$ cat src/rtl/jt12_timer_pkg.sv
// -----------------------------------------------------------------------------
// jt12_timer_pkg
// Shared constants for the jt12 interval-timer bank.
//   - Channel state encodings (IDLE / COUNT / DONE).
//   - Reference geometries of the two YM2612 timers:
//       timer A: 10-bit counter, no prescaling (1-bit prescaler held at 0)
//       timer B:  8-bit counter, divide-by-16 prescaler
//   - Default bank geometry used by jt12_timer_bank.
// -----------------------------------------------------------------------------
package jt12_timer_pkg;

    // Channel states
    localparam logic [1:0] ST_IDLE  = 2'd0;
    localparam logic [1:0] ST_COUNT = 2'd1;
    localparam logic [1:0] ST_DONE  = 2'd2;

    // YM2612 timer A: counts every tick, 10-bit counter
    localparam int TMRA_CW      = 10;
    localparam int TMRA_PW      = 1;
    localparam int TMRA_PRE_MAX = 0;

    // YM2612 timer B: 8-bit counter advancing every 16 ticks
    localparam int TMRB_CW      = 8;
    localparam int TMRB_PW      = 4;
    localparam int TMRB_PRE_MAX = 15;

    // Default bank geometry: timer-A width with a prescaler wide enough for B
    localparam int DEF_NCH = 2;
    localparam int DEF_CW  = TMRA_CW;
    localparam int DEF_PW  = TMRB_PW;

endpackage

$ cat src/rtl/jt12_timer_ch.sv
// -----------------------------------------------------------------------------
// jt12_timer_ch
// One up-counting interval timer with runtime prescaler, one-shot/continuous
// mode, sticky overflow flag and a single-cycle overflow pulse.
//
// Ports
//   clk, rst_n      clock, synchronous active-low reset
//   i_tick_en       tick request (cen | fast) shared by the bank
//   i_start_value   reload value, sampled only at load/reload
//   i_pre_max       prescaler terminal count, live
//   i_run           level run control; rising edge loads and starts
//   i_oneshot       stop in DONE after the first overflow
//   i_clr_flag      clears the sticky flag (overflow set wins)
//   o_flag          sticky overflow flag
//   o_ovf           one-clk overflow pulse
//   o_active        channel is counting
//   o_cnt           live counter value
// -----------------------------------------------------------------------------
module jt12_timer_ch
    import jt12_timer_pkg::*;
#(
    parameter int CW = 10,
    parameter int PW = 4
) (
    input  logic          clk,
    input  logic          rst_n,
    input  logic          i_tick_en,
    input  logic [CW-1:0] i_start_value,
    input  logic [PW-1:0] i_pre_max,
    input  logic          i_run,
    input  logic          i_oneshot,
    input  logic          i_clr_flag,
    output logic          o_flag,
    output logic          o_ovf,
    output logic          o_active,
    output logic [CW-1:0] o_cnt
);

    logic [1:0]    r_state;
    logic [PW-1:0] r_pre;
    logic [CW-1:0] r_cnt;
    logic          r_flag;
    logic          r_ovf;
    logic          r_run_d;

    logic w_active;
    logic w_tick;
    logic w_rise;
    logic w_pre_end;
    logic w_ovf;

    assign w_active  = (r_state == ST_COUNT);
    assign w_tick    = i_tick_en & w_active;
    assign w_rise    = i_run & ~r_run_d;
    // Equality only: when pre_max is lowered below pre, the prescaler runs on
    // and wraps through 2^PW before matching again.
    assign w_pre_end = (r_pre == i_pre_max);
    // A load on the run edge, or dropping run, suppresses any overflow.
    assign w_ovf     = w_tick & w_pre_end & (&r_cnt) & i_run & ~w_rise;

    // NOTE: reset is sampled synchronously; every state register here is a
    // plain flop (no memory arrays), so all of them are cleared.
    always_ff @(posedge clk) begin
        if (!rst_n) begin
            r_state <= ST_IDLE;
            r_pre   <= '0;
            r_cnt   <= '0;
            r_flag  <= 1'b0;
            r_ovf   <= 1'b0;
            r_run_d <= 1'b0;
        end else begin
            // NOTE: non-blocking assignments throughout, so every branch
            // below sees the pre-edge register values.
            r_run_d <= i_run;
            r_ovf   <= w_ovf;

            if (w_rise) begin
                r_cnt   <= i_start_value;
                r_pre   <= '0;
                r_state <= ST_COUNT;
            end else if (!i_run) begin
                r_state <= ST_IDLE;          // cnt and pre hold
            end else if (w_tick) begin
                if (!w_pre_end) begin
                    r_pre <= r_pre + 1'b1;
                end else begin
                    r_pre <= '0;
                    if (&r_cnt) begin
                        r_cnt <= i_start_value;
                        if (i_oneshot) r_state <= ST_DONE;
                    end else begin
                        r_cnt <= r_cnt + 1'b1;
                    end
                end
            end

            // Overflow set takes precedence over a simultaneous clear.
            if (w_ovf)           r_flag <= 1'b1;
            else if (i_clr_flag) r_flag <= 1'b0;
        end
    end

    assign o_flag   = r_flag;
    assign o_ovf    = r_ovf;
    assign o_active = w_active;
    assign o_cnt    = r_cnt;

endmodule

$ cat src/rtl/jt12_timer_bank.sv
// -----------------------------------------------------------------------------
// jt12_timer_bank
// Bank of NCH independent interval timers for FM/PSG sound cores.
//
// Ports
//   clk, rst_n    clock, synchronous active-low reset
//   cen           clock enable; one tick per enabled cycle
//   fast          test mode; tick every clk regardless of cen
//   start_value   NCH*CW reload values, channel i at [i*CW +: CW]
//   pre_max       NCH*PW prescaler terminal counts, channel i at [i*PW +: PW]
//   run           per-channel run level
//   oneshot       per-channel one-shot mode
//   irq_en        per-channel interrupt enable
//   clr_flag      per-channel flag clear pulse
//   flag          sticky overflow flags
//   ovf           one-clk overflow pulses
//   active        per-channel counting indicator
//   cnt           NCH*CW live counter values
//   irq_n         active-low interrupt, OR of enabled flags
// -----------------------------------------------------------------------------
module jt12_timer_bank
    import jt12_timer_pkg::*;
#(
    parameter int NCH = DEF_NCH,
    parameter int CW  = DEF_CW,
    parameter int PW  = DEF_PW
) (
    input  logic              clk,
    input  logic              rst_n,
    input  logic              cen,
    input  logic              fast,
    input  logic [NCH*CW-1:0] start_value,
    input  logic [NCH*PW-1:0] pre_max,
    input  logic [NCH-1:0]    run,
    input  logic [NCH-1:0]    oneshot,
    input  logic [NCH-1:0]    irq_en,
    input  logic [NCH-1:0]    clr_flag,
    output logic [NCH-1:0]    flag,
    output logic [NCH-1:0]    ovf,
    output logic [NCH-1:0]    active,
    output logic [NCH*CW-1:0] cnt,
    output logic              irq_n
);

    logic w_tick_en;

    assign w_tick_en = cen | fast;

    for (genvar g = 0; g < NCH; g++) begin : g_ch
        jt12_timer_ch #(
            .CW (CW),
            .PW (PW)
        ) u_ch (
            .clk           (clk),
            .rst_n         (rst_n),
            .i_tick_en     (w_tick_en),
            .i_start_value (start_value[g*CW +: CW]),
            .i_pre_max     (pre_max[g*PW +: PW]),
            .i_run         (run[g]),
            .i_oneshot     (oneshot[g]),
            .i_clr_flag    (clr_flag[g]),
            .o_flag        (flag[g]),
            .o_ovf         (ovf[g]),
            .o_active      (active[g]),
            .o_cnt         (cnt[g*CW +: CW])
        );
    end

    // Masking with irq_en drops the interrupt without touching the flags.
    assign irq_n = ~|(flag & irq_en);

endmodule

$ cat config.mk
export PLATFORM = sky130hd
export DESIGN_NAME = jt12_timer_bank
export DESIGN_NICKNAME = d
export VERILOG_FILES = /design/src/rtl/jt12_timer_pkg.sv /design/src/rtl/jt12_timer_ch.sv /design/src/rtl/jt12_timer_bank.sv
export SDC_FILE = /design/constraint.sdc
export NUM_CORES = 1
export LEC_CHECK = 0
export ABC_CLOCK_PERIOD_IN_PS = 4300
export CORE_UTILIZATION = 38
export CTS_CLUSTER_DIAMETER = 120
export DETAILED_ROUTE_END_ITERATION = 12
export MAX_ROUTING_LAYER = met4
export PLACE_DENSITY = 0.69
export RECOVER_POWER = 50
export SETUP_SLACK_MARGIN = 0.1
export SLEW_MARGIN = 20
export SYNTH_ARGS = -nofsm -noshare
export SYNTH_HDL_FRONTEND = slang
export SYNTH_HIERARCHICAL = 1
export SYNTH_SLANG_ARGS = --single-unit
$ cat constraint.sdc
create_clock -name clk -period 4.3 [get_ports clk]
set_clock_uncertainty 0.1 [all_clocks]
set_input_delay 1.29 -clock clk [delete_from_list [all_inputs] [get_ports clk]]
set_output_delay 1.29 -clock clk [all_outputs]
set_load 0.1 [all_outputs]
==> results by group <==
Status
  – Status: finished, final reports clean

Synth
  – YS warnings: 6
  – Post-synthesis simple-gate area fraction: 27.0%
  – Post-synthesis cell area: 2240 µm²
  – Syn_nets: 310
  – Number of synthesized register bits: 38
  – Xor and xnor area share after synthesis: 5.48%
  – Sequential share of the synthesized area: 34.0%
  – Post-Synth Adder-Cell Area: 2.24%
  – Complex-gate fraction of the synthesized area: 24.0%
  – Multiplexer area fraction after synthesis: 0.895%
  – Synthesized instance count: 266
  – Cell variety after synth: 48
  – Avg Cell Area, Syn: 8.41 µm²
  – Ys flop type: dfxtp_1
  – Post-synth EDFFs: 0
  – Largest family of logic cells by synthesized area: simple AND/OR/NAND/NOR gates
  – Post-synth ARST share: 0%

Detailed routing
  – Initial drt markers: 130
  – Drt drc: 0
  – Via count: 2254
  – Drt wl/cell: 14.1 µm
  – First drt pass iteration count: 5
  – Vias per cell: 5.61
  – DRT antenna net count: 0
  – WL final: 5680 µm

Placed design
  – Final RePlAce weighted congestion: 0.886
  – Post-DP HPWL: 4220 µm
  – Port Buffers: 66

Timing
  – Period minus WS final: 3.67 ns
  – Period Utilization, post-route: 85.4%
  – Slew headroom: 25.3%
  – Worst Tran Pin Value: 1.11 ns
  – Setup TNS: 0 ns
  – Fmax: 0.272 GHz
  – RSZ-0062 raised after global routing: false
  – Pins Over Slew Limit: 0
  – Worst hold slack: 0.371 ns
  – Endpoints failing hold: 0
  – Final setup fails: 0

Worst setup path
  – Crit path depth: 6
  – CP endpoint kind: register
  – WP data arrival: 3.78 ns
  – Worst Path Buf+Inv: 1
  – R2r worst-path depth: 5
  – Flop2flop setup slack: 1.81 ns
  – Slowest CP cell: nor4_1
  – CP Class: input pin to register
  – Worst Path Required: 4.41 ns
  – RR Startpoint: g_ch[0].u_ch/r_pre[1]
  – CP cell instances: dlygate4sd3_1 -> xor2_1 -> nor4_1 -> a21oi_2 -> nand2b_1 -> o21ai_0
  – Critical path fanouts, max: 15
  – Crit-path max cell delay: 0.94 ns
  – Crit Reg-Reg Endpoint: g_ch[0].u_ch/o_cnt[3]
  – Delay-heaviest family, CP: simple AND/OR/NAND/NOR gates
  – CP Launch Type: input pin

Clock network
  – H-tree depth: 2
  – CTS tree: done
  – CTS max path bufs: 2
  – CTS root buf: clkbuf_8
  – Number of gates resized after cts: 0
  – Clock latency on the worst-skew pair: 0.28 ns
  – CTS Hold Bufs: 0
  – Num Clock Sinks: 38
  – Total CTS buffers: 5
  – Clock transition at the registers of the reported paths: 0.07 ns
  – # Post-CTS Setup Buffers: 0

Pwr
  – Power per cell area: 283 nW/µm²
  – Peak VDD IR: 135 µV
  – Leakage: 1.05 nW
  – Overall power: 0.834 mW

Hold path
  – Hold Crit Endpoint: g_ch[1].u_ch/r_state[1]
  – Hold wc startpoint: g_ch[1].u_ch/r_run_d
  – Cells on Worst Hold Path: 1
  – Worst hold path type: register to register

Die
  – CORE AREA: 5570 µm²
  – Die footprint: 6190 µm²
  – FP Rows: 27
  – Die X: 78.7 µm
  – Die Height: 78.7 µm
  – I/O pins: 67
  – Initial Utilization: 40.1%

Finish
  – Total Nets Final: 374
  – Most common cell after layout, fill and taps aside: clkdlybuf4s50_1
  – Share of post-route cells with drive strength above 1: 6.36%
  – Synth-to-layout area growth: 31.8%
  – FILL cells: 545
  – ANT cells: 0
  – Fin util: 52.9%
  – Most frequent cells in the layout: 53 x clkdlybuf4s50_1, 38 x dfxtp_1, 26 x nand2_1

GRT
  – First-pass GRT wire length: 9410 µm
  – Vias in the first global route: 2016
  – Gr ovfl total: 0
  – Initial antenna violation count: 0
  – Largest net degree at the start of global routing: 16
  – GRT Total Usage: 19.6%

Run
  – Maxcap violations: 0
-- state kept, by name, indices dropped and copies added, names as in the netlist --
register,cells
g_ch.u_ch/o_cnt,20
g_ch.u_ch/r_pre,8
g_ch.u_ch/r_state,4
g_ch.u_ch/r_run_d,2
g_ch.u_ch/o_ovf,2
g_ch.u_ch/o_flag,2
-- logic make-up (layout without fill, tap and decap cells) --
family,count (synthesis),after routing
AO/OA/AOI/OAI,79,79
buffers and inverters,20,84
adder cells (fa/ha/maj),4,4
XOR/XNOR,14,14
multiplexers,2,2
flip-flops,38,38
AND/OR/NAND/NOR,109,109
-- area by class of cell --
cell class	instances	area, µm²	share of cell area [%]
timing repair buffer	67	674	22.9
inverter	10	37.5	1.27
sequential	38	761	25.8
tap	72	90.1	3.06
clock buffer	7	76.3	2.59
multi-input combinational	208	1310	44.4
-- power by group --
part / internal (mW) / switching, mW
sequential: 0.365 / 0.0178
clock: 0.112 / 0.119
combinational: 0.0762 / 0.144
total: 0.553 / 0.281
-- cells in the mapped netlist (all sizes together), types with 3 or more instances --
cell type,count,area (µm²)
or2,3,18.8
a211oi,4,30.0
inv,10,37.5
and2,6,40.0
o22ai,4,25.0
nand2b,4,25.0
xor2,12,105
nor3,8,40.0
dfxtp,38,761
nor2b,4,25.0
a21oi,26,138
nor2,20,75.1
a31oi,4,25.0
o21ai,12,60.1
o21a,4,30.0
a221oi,6,52.6
nand3,10,50.1
buf,8,77.6
nand4,6,37.5
nand2,28,110
ha,4,50.1
nor4,8,80.1
-- worst max path at each step --
stage                          start                    end  slack (ns)
final                     pre_max[1]  g_ch[0].u_ch/o_cnt[3]        0.63
after floorplan            irq_en[1]                  irq_n        0.73
after detailed placement        fast  g_ch[0].u_ch/o_cnt[9]        0.77
after global routing      pre_max[1]  g_ch[0].u_ch/o_cnt[3]        0.40
after CTS                  irq_en[1]                  irq_n        0.78
after global placement     irq_en[1]                  irq_n        0.80
-- through the flow --
step | worst slack, ns | area, µm² | instances
floorplan | 0.726 | 2240 | 266
global placement | 0.797 | 2900 | 395
detailed placement | 0.771 | 2900 | 395
CTS | 0.778 | 2980 | 402
global route | 0.396 | 2950 | 402
finish | 0.627 | 2950 | 402
-- per-layer routing --
metal	global-route usage (%)	wire length (µm)	up-vias	part of all wire [%]
met5	-	0	-	0
met3	4.37	381	12	6.7
met1	24.6	2570	1035	45
li1	-	-	1115	-
met2	31.8	2650	92	47
met4	5.19	76	0	1.3
No activity file was read; power rests on OpenSTA's default activity.
